File: src/rtl/video_timing_gen.sv
// Programmable raster timing generator: H/V counters, blank/sync flags, flipped
// counts and raster-line IRQs. Timing regs are double-buffered and swap at frame wrap.
module video_timing_gen #(
  parameter int unsigned H_W        = 10,
  parameter int unsigned V_W        = 9,
  parameter int unsigned NUM_IRQ    = 2,
  parameter int unsigned IRQ_HPOS   = 384,
  parameter int unsigned RST_HTOT   = 511,
  parameter int unsigned RST_HBLK_S = 384,
  parameter int unsigned RST_HBLK_E = 0,
  parameter int unsigned RST_HS_S   = 400,
  parameter int unsigned RST_HS_E   = 440,
  parameter int unsigned RST_VTOT   = 283,
  parameter int unsigned RST_VBLK_S = 256,
  parameter int unsigned RST_VBLK_E = 0,
  parameter int unsigned RST_VS_S   = 262,
  parameter int unsigned RST_VS_E   = 268
) (
  input  logic               CLK_32M,
  input  logic               RESET_N,
  input  logic               CE_PIX,
  input  logic               WR,
  input  logic [3:0]         ADDR,
  input  logic [15:0]        D,
  input  logic [NUM_IRQ-1:0] IRQ_ACK,
  output logic [H_W-1:0]     H,
  output logic [V_W-1:0]     V,
  output logic [H_W-1:0]     HE,
  output logic [V_W-1:0]     VE,
  output logic               HBLK,
  output logic               VBLK,
  output logic               CPBLK,
  output logic               HS_N,
  output logic               VS_N,
  output logic               LINE_END,
  output logic [NUM_IRQ-1:0] IRQ_PEND,
  output logic               IRQ,
  output logic [7:0]         FRAME_CNT
);

  // Index order in the H and V banks: TOT, BLK_S, BLK_E, S_S, S_E
  localparam logic [H_W-1:0] H_RST [5] = '{H_W'(RST_HTOT), H_W'(RST_HBLK_S),
    H_W'(RST_HBLK_E), H_W'(RST_HS_S), H_W'(RST_HS_E)};
  localparam logic [V_W-1:0] V_RST [5] = '{V_W'(RST_VTOT), V_W'(RST_VBLK_S),
    V_W'(RST_VBLK_E), V_W'(RST_VS_S), V_W'(RST_VS_E)};
  localparam logic [H_W-1:0] IRQ_H = H_W'(IRQ_HPOS);

  logic [H_W-1:0]     hl_q [5];
  logic [H_W-1:0]     ha_q [5];
  logic [V_W-1:0]     vl_q [5];
  logic [V_W-1:0]     va_q [5];
  logic               flip_q;
  logic [NUM_IRQ-1:0] irq_en_q;
  logic [V_W-1:0]     irq_line_q [NUM_IRQ];

  logic [H_W-1:0]     h_q, h_d;
  logic [V_W-1:0]     v_q, v_d;
  logic               hblk_q, hblk_d, hs_n_q, hs_n_d;
  logic               vblk_q, vblk_d, vs_n_q, vs_n_d;
  logic               line_end_q;
  logic [7:0]         frame_q;
  logic [NUM_IRQ-1:0] pend_q, pend_d, irq_set;
  logic               line_wrap, frame_wrap;
  logic [V_W-1:0]     ve;
  logic               unused_bits;

  assign unused_bits = ^D;

  // Set/clear flag update; equal set and clear positions freeze the flag.
  function automatic logic flag_h(input logic cur, input logic [H_W-1:0] nxt,
                                  input logic [H_W-1:0] s, input logic [H_W-1:0] e);
    flag_h = cur;
    if (s != e) begin
      if (nxt == s)      flag_h = 1'b1;
      else if (nxt == e) flag_h = 1'b0;
    end
  endfunction

  function automatic logic flag_v(input logic cur, input logic [V_W-1:0] nxt,
                                  input logic [V_W-1:0] s, input logic [V_W-1:0] e);
    flag_v = cur;
    if (s != e) begin
      if (nxt == s)      flag_v = 1'b1;
      else if (nxt == e) flag_v = 1'b0;
    end
  endfunction

  always_ff @(posedge CLK_32M or negedge RESET_N) begin
    if (!RESET_N) begin
      hl_q     <= H_RST;
      ha_q     <= H_RST;
      vl_q     <= V_RST;
      va_q     <= V_RST;
      flip_q   <= 1'b0;
      irq_en_q <= '0;
      for (int unsigned n = 0; n < NUM_IRQ; n++) irq_line_q[n] <= '0;
    end else begin
      if (WR) begin
        for (int unsigned i = 0; i < 5; i++) begin
          if (ADDR == 4'(i))     hl_q[i] <= D[H_W-1:0];
          if (ADDR == 4'(i + 5)) vl_q[i] <= D[V_W-1:0];
        end
        if (ADDR == 4'd10) begin
          flip_q   <= D[0];
          irq_en_q <= D[NUM_IRQ:1];
        end
        for (int unsigned n = 0; n < NUM_IRQ; n++)
          if (ADDR == 4'(12 + n)) irq_line_q[n] <= D[V_W-1:0];
      end
      if (CE_PIX && frame_wrap) begin
        ha_q <= hl_q;
        va_q <= vl_q;
      end
    end
  end

  // Counters past a shrunk TOT keep incrementing until they roll over naturally.
  always_comb begin
    line_wrap  = (h_q == ha_q[0]);
    frame_wrap = line_wrap && (v_q == va_q[0]);
    h_d        = line_wrap ? '0 : h_q + 1'b1;
    v_d        = v_q;
    if (line_wrap) v_d = (v_q == va_q[0]) ? '0 : v_q + 1'b1;
    hblk_d = flag_h(hblk_q, h_d, ha_q[1], ha_q[2]);
    hs_n_d = ~flag_h(~hs_n_q, h_d, ha_q[3], ha_q[4]);
    vblk_d = vblk_q;
    vs_n_d = vs_n_q;
    if (line_wrap) begin
      vblk_d = flag_v(vblk_q, v_d, va_q[1], va_q[2]);
      vs_n_d = ~flag_v(~vs_n_q, v_d, va_q[3], va_q[4]);
    end
  end

  always_ff @(posedge CLK_32M or negedge RESET_N) begin
    if (!RESET_N) begin
      h_q        <= '0;
      v_q        <= '0;
      hblk_q     <= 1'b0;
      hs_n_q     <= 1'b1;
      vblk_q     <= 1'b0;
      vs_n_q     <= 1'b1;
      line_end_q <= 1'b0;
      frame_q    <= '0;
    end else begin
      line_end_q <= CE_PIX && line_wrap;
      if (CE_PIX) begin
        h_q    <= h_d;
        v_q    <= v_d;
        hblk_q <= hblk_d;
        hs_n_q <= hs_n_d;
        vblk_q <= vblk_d;
        vs_n_q <= vs_n_d;
        if (frame_wrap) frame_q <= frame_q + 8'd1;
      end
    end
  end

  assign ve = v_q ^ {V_W{flip_q}};

  always_comb begin
    irq_set = '0;
    for (int unsigned n = 0; n < NUM_IRQ; n++)
      irq_set[n] = CE_PIX && (h_q == IRQ_H) && (ve == irq_line_q[n]) && irq_en_q[n];
    pend_d = (pend_q & ~IRQ_ACK) | irq_set;
  end

  always_ff @(posedge CLK_32M or negedge RESET_N) begin
    if (!RESET_N) pend_q <= '0;
    else          pend_q <= pend_d;
  end

  assign H         = h_q;
  assign V         = v_q;
  assign HE        = h_q ^ {H_W{flip_q}};
  assign VE        = ve;
  assign HBLK      = hblk_q;
  assign VBLK      = vblk_q;
  assign CPBLK     = hblk_q | vblk_q;
  assign HS_N      = hs_n_q;
  assign VS_N      = vs_n_q;
  assign LINE_END  = line_end_q;
  assign IRQ_PEND  = pend_q;
  assign IRQ       = |pend_q;
  assign FRAME_CNT = frame_q;

endmodule

File: config.mk
export PLATFORM = sky130hd
export DESIGN_NAME = video_timing_gen
export DESIGN_NICKNAME = d
export VERILOG_FILES = /design/src/rtl/video_timing_gen.sv
export SDC_FILE = /design/constraint.sdc
export NUM_CORES = 1
export LEC_CHECK = 0
export CAP_MARGIN = 10
export CORE_MARGIN = 2
export CORE_UTILIZATION = 35
export DETAILED_ROUTE_END_ITERATION = 10
export GPL_TIMING_DRIVEN = 0
export RECOVER_POWER = 25
export SETUP_SLACK_MARGIN = 0.02
export SLEW_MARGIN = 30
export SYNTH_ARGS = -nofsm -noshare
export SYNTH_HDL_FRONTEND = slang
export SYNTH_SLANG_ARGS = --single-unit
File: constraint.sdc
create_clock -name CLK_32M -period 6.7 [get_ports CLK_32M]
set_input_delay 2.01 -clock CLK_32M [delete_from_list [all_inputs] [get_ports CLK_32M]]
set_output_delay 2.01 -clock CLK_32M [all_outputs]
set_load 0.02 [all_outputs]
==> results of run 1 <==
-- final cells by class --
class | count | area share
Multi-Input combinational cell | 676 | 0.394
Sequential cell | 245 | 0.431
Tap cell | 455 | 0.0395
Clock buffer | 39 | 0.0556
Timing Repair Buffer | 76 | 0.0556
Clock inverter | 11 | 0.00452
Buffer | 57 | 0.0169
Inverter | 13 | 0.00339
-- sequential cells by signal, summed over array words and instances, names as in the netlist, 8 cells and up, named ones only --
name / cells
ha_q: 50
hl_q: 50
va_q: 45
vl_q: 45
irq_line_q: 18
H: 10
V: 9
FRAME_CNT: 8
-- cells in the mapped netlist (5+ instances only) --
master    number  area share
a21oi_1       12      0.0049
a31oi_1        5      0.0026
and3_1         8      0.0041
buf_1          6      0.0019
buf_2         17      0.0070
clkbuf_1      33       0.010
dfrtp_1      181        0.37
dfstp_2       64        0.14
inv_1         13      0.0040
mux2_2       217        0.20
nand2_1       31      0.0096
nand2b_1       6      0.0031
nand3_1       27       0.011
nand4_1       27       0.014
nor2_1        41       0.013
nor3_1        16      0.0066
nor4_1        11      0.0057
o21ai_0       19      0.0078
o22ai_1        5      0.0026
or2_2          5      0.0026
or3_1          6      0.0031
xnor2_1       94       0.068
xor2_1        75       0.054
-- layer usage --
metal | track usage | share of wire
met4 | 0.0522 | 0.027
met2 | 0.291 | 0.44
met5 | 0 | 0
met1 | 0.285 | 0.49
met3 | 0.0239 | 0.049
-- worst min path at each step --
stage / start / endpoint / depth (start not counted)
after floorplan: vl_q[19] / va_q[19] / 2
after global placement: vl_q[24] / va_q[24] / 2
after detailed placement: vl_q[24] / va_q[24] / 2
after CTS: FRAME_CNT[7] / FRAME_CNT[7] / 1
after global routing: FRAME_CNT[7] / FRAME_CNT[7] / 1
final: FRAME_CNT[7] / FRAME_CNT[7] / 1
-- kinds of logic (layout without fill, tap and decap cells) --
kind of cell,after synthesis,in the layout,share of synthesized area
DFF,245,245,0.511
muxes,220,220,0.204
and+or+nand+nor,199,199,0.0867
xor gates and xnor gates,169,169,0.122
AOI/OAI and AO/OA,84,84,0.0490
buffers and inverters,70,196,0.0237
adders and majority gates,4,4,0.00412
-- per-stage QoR --
step           cell area [µm²]  setup TNS, ps
2_1_floorplan            12200              0
3_3_place_gp             13500       -1435010
3_5_place_dp             13500              0
4_1_cts                  14400              0
5_1_grt                  14400              0
6_report                 14400              0
-- power breakdown --
group	switching [mW]	leakage (nW)	internal, mW
clock	0.607	0.432	0.829
sequential	0.0943	2.99	1.69
combinational	0.519	2.73	0.419
total	1.22	6.15	2.94
-- cells in the final DEF, fill, tap and decap left out, drive strengths merged, types with 27 or more instances in the layout --
master,count
clkbuf,72
nor2,41
dfrtp,181
xor2,75
clkdlybuf4s50,73
nand3,27
xnor2,94
nand4,27
dfstp,64
nand2,31
mux2,217
buf,27
-- critical path, cell delays in order (launching register included) --
cell and delay, ps:
dfrtp_1 360, buf_1 510, buf_1 760, xor2_1 230, clkdlybuf4s50_1 640
==> impl_results.md, run 1 <==
- Arrival @ worst endpoint: 3040 ps
- Layout cells sized above 1: 0.329
- Post-CTS Setup Bufs: 0
- DR vias: 8,196
- Routed length per instance: 21.6 µm
- Initial Util: 0.354
- Initial antenna violation count: 2
- Status: complete, no violations
- Synth warn: 0
- Syn Area/Cell: 12.3 µm²
- Clock Path Buffers: 3
- TritonCTS clock tree: yes
- Detailed Place HPWL: 24,200 µm
- WP data required: 4690 ps
- Fin. Hold Viols: 0
- Peak VDD IR: 0.202 mV
- Vias in the first global route: 8,494
- Worst Setup End Kind: primary output
- Final #Nets: 1,126
- Reg area: 6210 µm²
- Die Span Y: 190 µm
- Die Wd: 190 µm
- # clock sinks: 245
- Post-Place Cells: 1,522
- Syn Inst Count: 991
- Ys flop type: dfrtp_1
- Pwr Total: 4.16 mW
- #FFs+latches synth: 245
- Core area: 34,400 µm²
- TritonCTS Buffers: 27
- DRT iter0 DRCs: 495
- Critical Path Source: flip_q
- Worst R2R Path Depth: 9
- DRC viols: 0
- Clk pin slew, worst setup/hold paths: 60 ps
- Hold WS: 467 ps
- Grt total ovfl: 0
- RR Endpoint: ha_q[39]
- Multi-input logic area: 5670 µm²
- GP Congestion: 0.938
- Worst reg2reg setup slack: 2570 ps
- CTS H-tree lvls: 1
- Clock Latency Late Sink: 550 ps
- Seq/Total Area, Yosys: 0.511
- MaxCap Viol Count: 0
- Worst Skew: 16.1 ps
- R2r startpoint: H[0]
- RSZ-0062 raised after global routing: no
- Setup slack after layout: 1650 ps
- Largest net degree at the start of global routing: 85
- Mapped Nets: 1,021
- Fillers: 3,259
- Post-synth EDFFs: 0
- Slew Limit Fails: 0
- IO Port Bufs: 74
- Layout area overhead: 18.6%
- # setup viols final: 0
- Worst Tran Pin Value: 1040 ps
- CTS-repair resized insts: 0
- Drt first pass iters: 6
- Max FO, Critical Path: 10
- Final WL: 33,900 µm
- Worst Setup Start Kind: register
- Final std cells w/o fill: 1,572
- Peak Freq: 198 MHz
- Final Util: 0.419
- # diodes: 0
- Min Tclk post-route: 5050 ps
- CTS Root Cell: clkbuf_16
- Period utilisation layout: 0.754
- Ports: 81
- Yosys cell types: 64
- Total track usage: 0.191
- Detail Route Antenna Nets: 0
- Pleak: 6.15 nW
- Slew HR: 0.306
- Vias per cell: 5.21
- First-pass GRT wire length: 52,300 µm
- Hold Buf Count CTS: 0
- Synthesized area: 12,200 µm²
- Pwr/cell area: 289 nW/µm²
- Hold Crit Class: reg2reg
- Rows: 68
- Die Area: 36,200 µm²
- Worst Setup EP: HE[2]
- WS Path Type: reg2out
- Post-synth ARST share: 1.00
- Post-Place Worst Slack: 1950 ps
Power figures use the tool's default switching activity.
==> run 2, diff against run 1 <==
==> constraint.sdc (replaced) <==
create_clock -name CLK_32M -period 4.88 [get_ports CLK_32M]
set_input_delay 1.464 -clock CLK_32M [delete_from_list [all_inputs] [get_ports CLK_32M]]
set_output_delay 1.464 -clock CLK_32M [all_outputs]
set_load 0.02 [all_outputs]
==> run 2 against run 1 <==
  * The run now ends with max-capacitance violations, max-slew violations left
  * Largest power group unchanged
  * Clock-buffer cell count is the same
  * Sequential share of layout area is essentially flat
  * First-iteration DRC count grew 6.7%
  * Non-clock buffer count is the same
  * Critical path type unchanged
  * Worst setup slack lost 1300 ps
  * Critical path depth is the same
  * Global-route usage is the same
  * Largest cell class unchanged
  * Design area is essentially flat
  * Wire length is essentially flat
  * Clock skew grew 2.4 ps
  * Core utilization is essentially flat
  * Die area is the same
==> impl_results.md, run 2 (synthesized netlist as in run 1, its figures left out) <==
- Status: finished, violations left
- Failing checks: max-capacitance violations, max-slew violations
- Final #Nets: 1,126
- Worst Setup End Kind: primary output
- Fin. Hold Viols: 0
- Setup slack after layout: 366 ps
- R2r startpoint: H[0]
- Top flop regs: ha_q: 50 flops, hl_q: 50 flops
- # diodes: 0
- Min Tclk post-route: 4510 ps
- Most used cell, CP: buf_1
- Core area: 34,400 µm²
- Drt first pass iters: 5
- Fin Setup TNS: 0 ps
- Die Wd: 190 µm
- Multi-input logic area: 5670 µm²
- CP max-delay cell: buf_1
- WS Path Type: reg2out
- Clock Latency Late Sink: 550 ps
- RSZ-0062 raised after global routing: no
- Detail Route Antenna Nets: 0
- Vias per cell: 5.21
- Hold Buf Count CTS: 0
- WP data required: 3420 ps
- Die Span Y: 190 µm
- Final WL: 33,900 µm
- IO Port Bufs: 74
- Slowest stage delay, CP: 750 ps
- Detailed Place HPWL: 24,200 µm
- Post-CTS Setup Bufs: 0
- MaxCap Viol Count: 1
- DR vias: 8,188
- Layout area overhead: 18.5%
- Final Util: 0.419
- TritonCTS clock tree: yes
- Worst Skew: 18.4 ps
- DRC viols: 0
- CTS-repair resized insts: 0
- Die Area: 36,200 µm²
- Post-Place Worst Slack: 674 ps
- Period utilisation layout: 0.925
- Initial Util: 0.354
- Initial antenna violation count: 2
- Ports: 81
- Pwr/cell area: 397 nW/µm²
- GP Congestion: 0.938
- DRT iter0 DRCs: 528
- Hold WS: 467 ps
- Hold_sp: FRAME_CNT[7]
- Layout cells sized above 1: 0.329
- Arrival @ worst endpoint: 3050 ps
- Most frequent cells in the layout: 217 x mux2_2, 181 x dfrtp_1, 94 x xnor2_1
- Worst Setup Start Kind: register
- Commonest non-fill, non-tap cell in the layout: mux2_2
- Max FO, Critical Path: 10
- TritonCTS Buffers: 27
- CTS Root Cell: clkbuf_16
- Routed length per instance: 21.6 µm
- Peak Freq: 222 MHz
- Clock Path Buffers: 3
- Grt total ovfl: 0
- Total track usage: 0.191
- CTS H-tree lvls: 1
- Rows: 68
- Fillers: 3,260
- Critical Path Source: flip_q
- First-pass GRT wire length: 52,300 µm
- Largest net degree at the start of global routing: 85
- Pleak: 6.15 nW
- Hold Crit Class: reg2reg
- Clk pin slew, worst setup/hold paths: 60 ps
- Reg area: 6210 µm²
- Peak VDD IR: 0.276 mV
- Slew Limit Fails: 81
- Pwr Total: 5.71 mW
- # setup viols final: 0
- Crit-path cells: buf_1 > buf_1 > xor2_1 > clkdlybuf4s50_1
- Worst Tran Pin Value: 2130 ps
- # clock sinks: 245
- Vias in the first global route: 8,494
- Slew HR: -0.418
[run 2: cell types whose count changed in the layout (fill, tap and decap cells not counted)]
| cell | delta |
|---|---|
| buf_8 | -1 |
| clkbuf_2 | +1 |
[run 2: final cells by class]
class,count,area share
plain buffers,57,0.0169
clock buffers,39,0.0556
clock inverters,11,0.00452
inverters,13,0.00339
multi-input cells,676,0.394
flip-flops and latches,245,0.431
well taps,455,0.0395
repair buffers,76,0.0549
[run 2: metal layers]
metal / track usage / vias to the layer above / part of all wire
met5: 0 / - / 0
met4: 0.0522 / 0 / 0.027
met3: 0.0239 / 49 / 0.044
met2: 0.291 / 207 / 0.43
met1: 0.285 / 4211 / 0.49
li1: - / 3721 / -
[run 2: path summary, 6_finish.rpt]
| kind | to | slack [ps] | cells past startpoint |
|---|---|---|---|
| setup / recovery | HE[2] | 370 | 4 |
| hold / removal | FRAME_CNT[7] | 470 | 1 |
| setup reg to reg | ha_q[39] | 760 | 9 |
| hold reg to reg | FRAME_CNT[7] | 470 | 1 |
| max in group asynchronous | va_q[10] | 2040 | 2 |
| min in group asynchronous | ha_q[2] | 1560 | 1 |
[run 2: power breakdown]
group	total, mW	switching [mW]	internal (mW)	leakage, nW
logic	1.29	0.712	0.575	2.73
registers	2.46	0.129	2.33	2.99
clock network	1.97	0.834	1.14	0.432
[run 2: critical path: cells and delay by family, from the launching register on]
kind	cells	cell delay [ps]
XOR/XNOR	1	230
buffers and inverters	3	1910
flip-flops	1	360
[run 2: through the flow]
step | area [µm²] | std cells
finish | 14400 | 1572
global route | 14400 | 1572
CTS | 14400 | 1572
detailed placement | 13500 | 1522
global placement | 13500 | 1520
floorplan | 12200 | 991
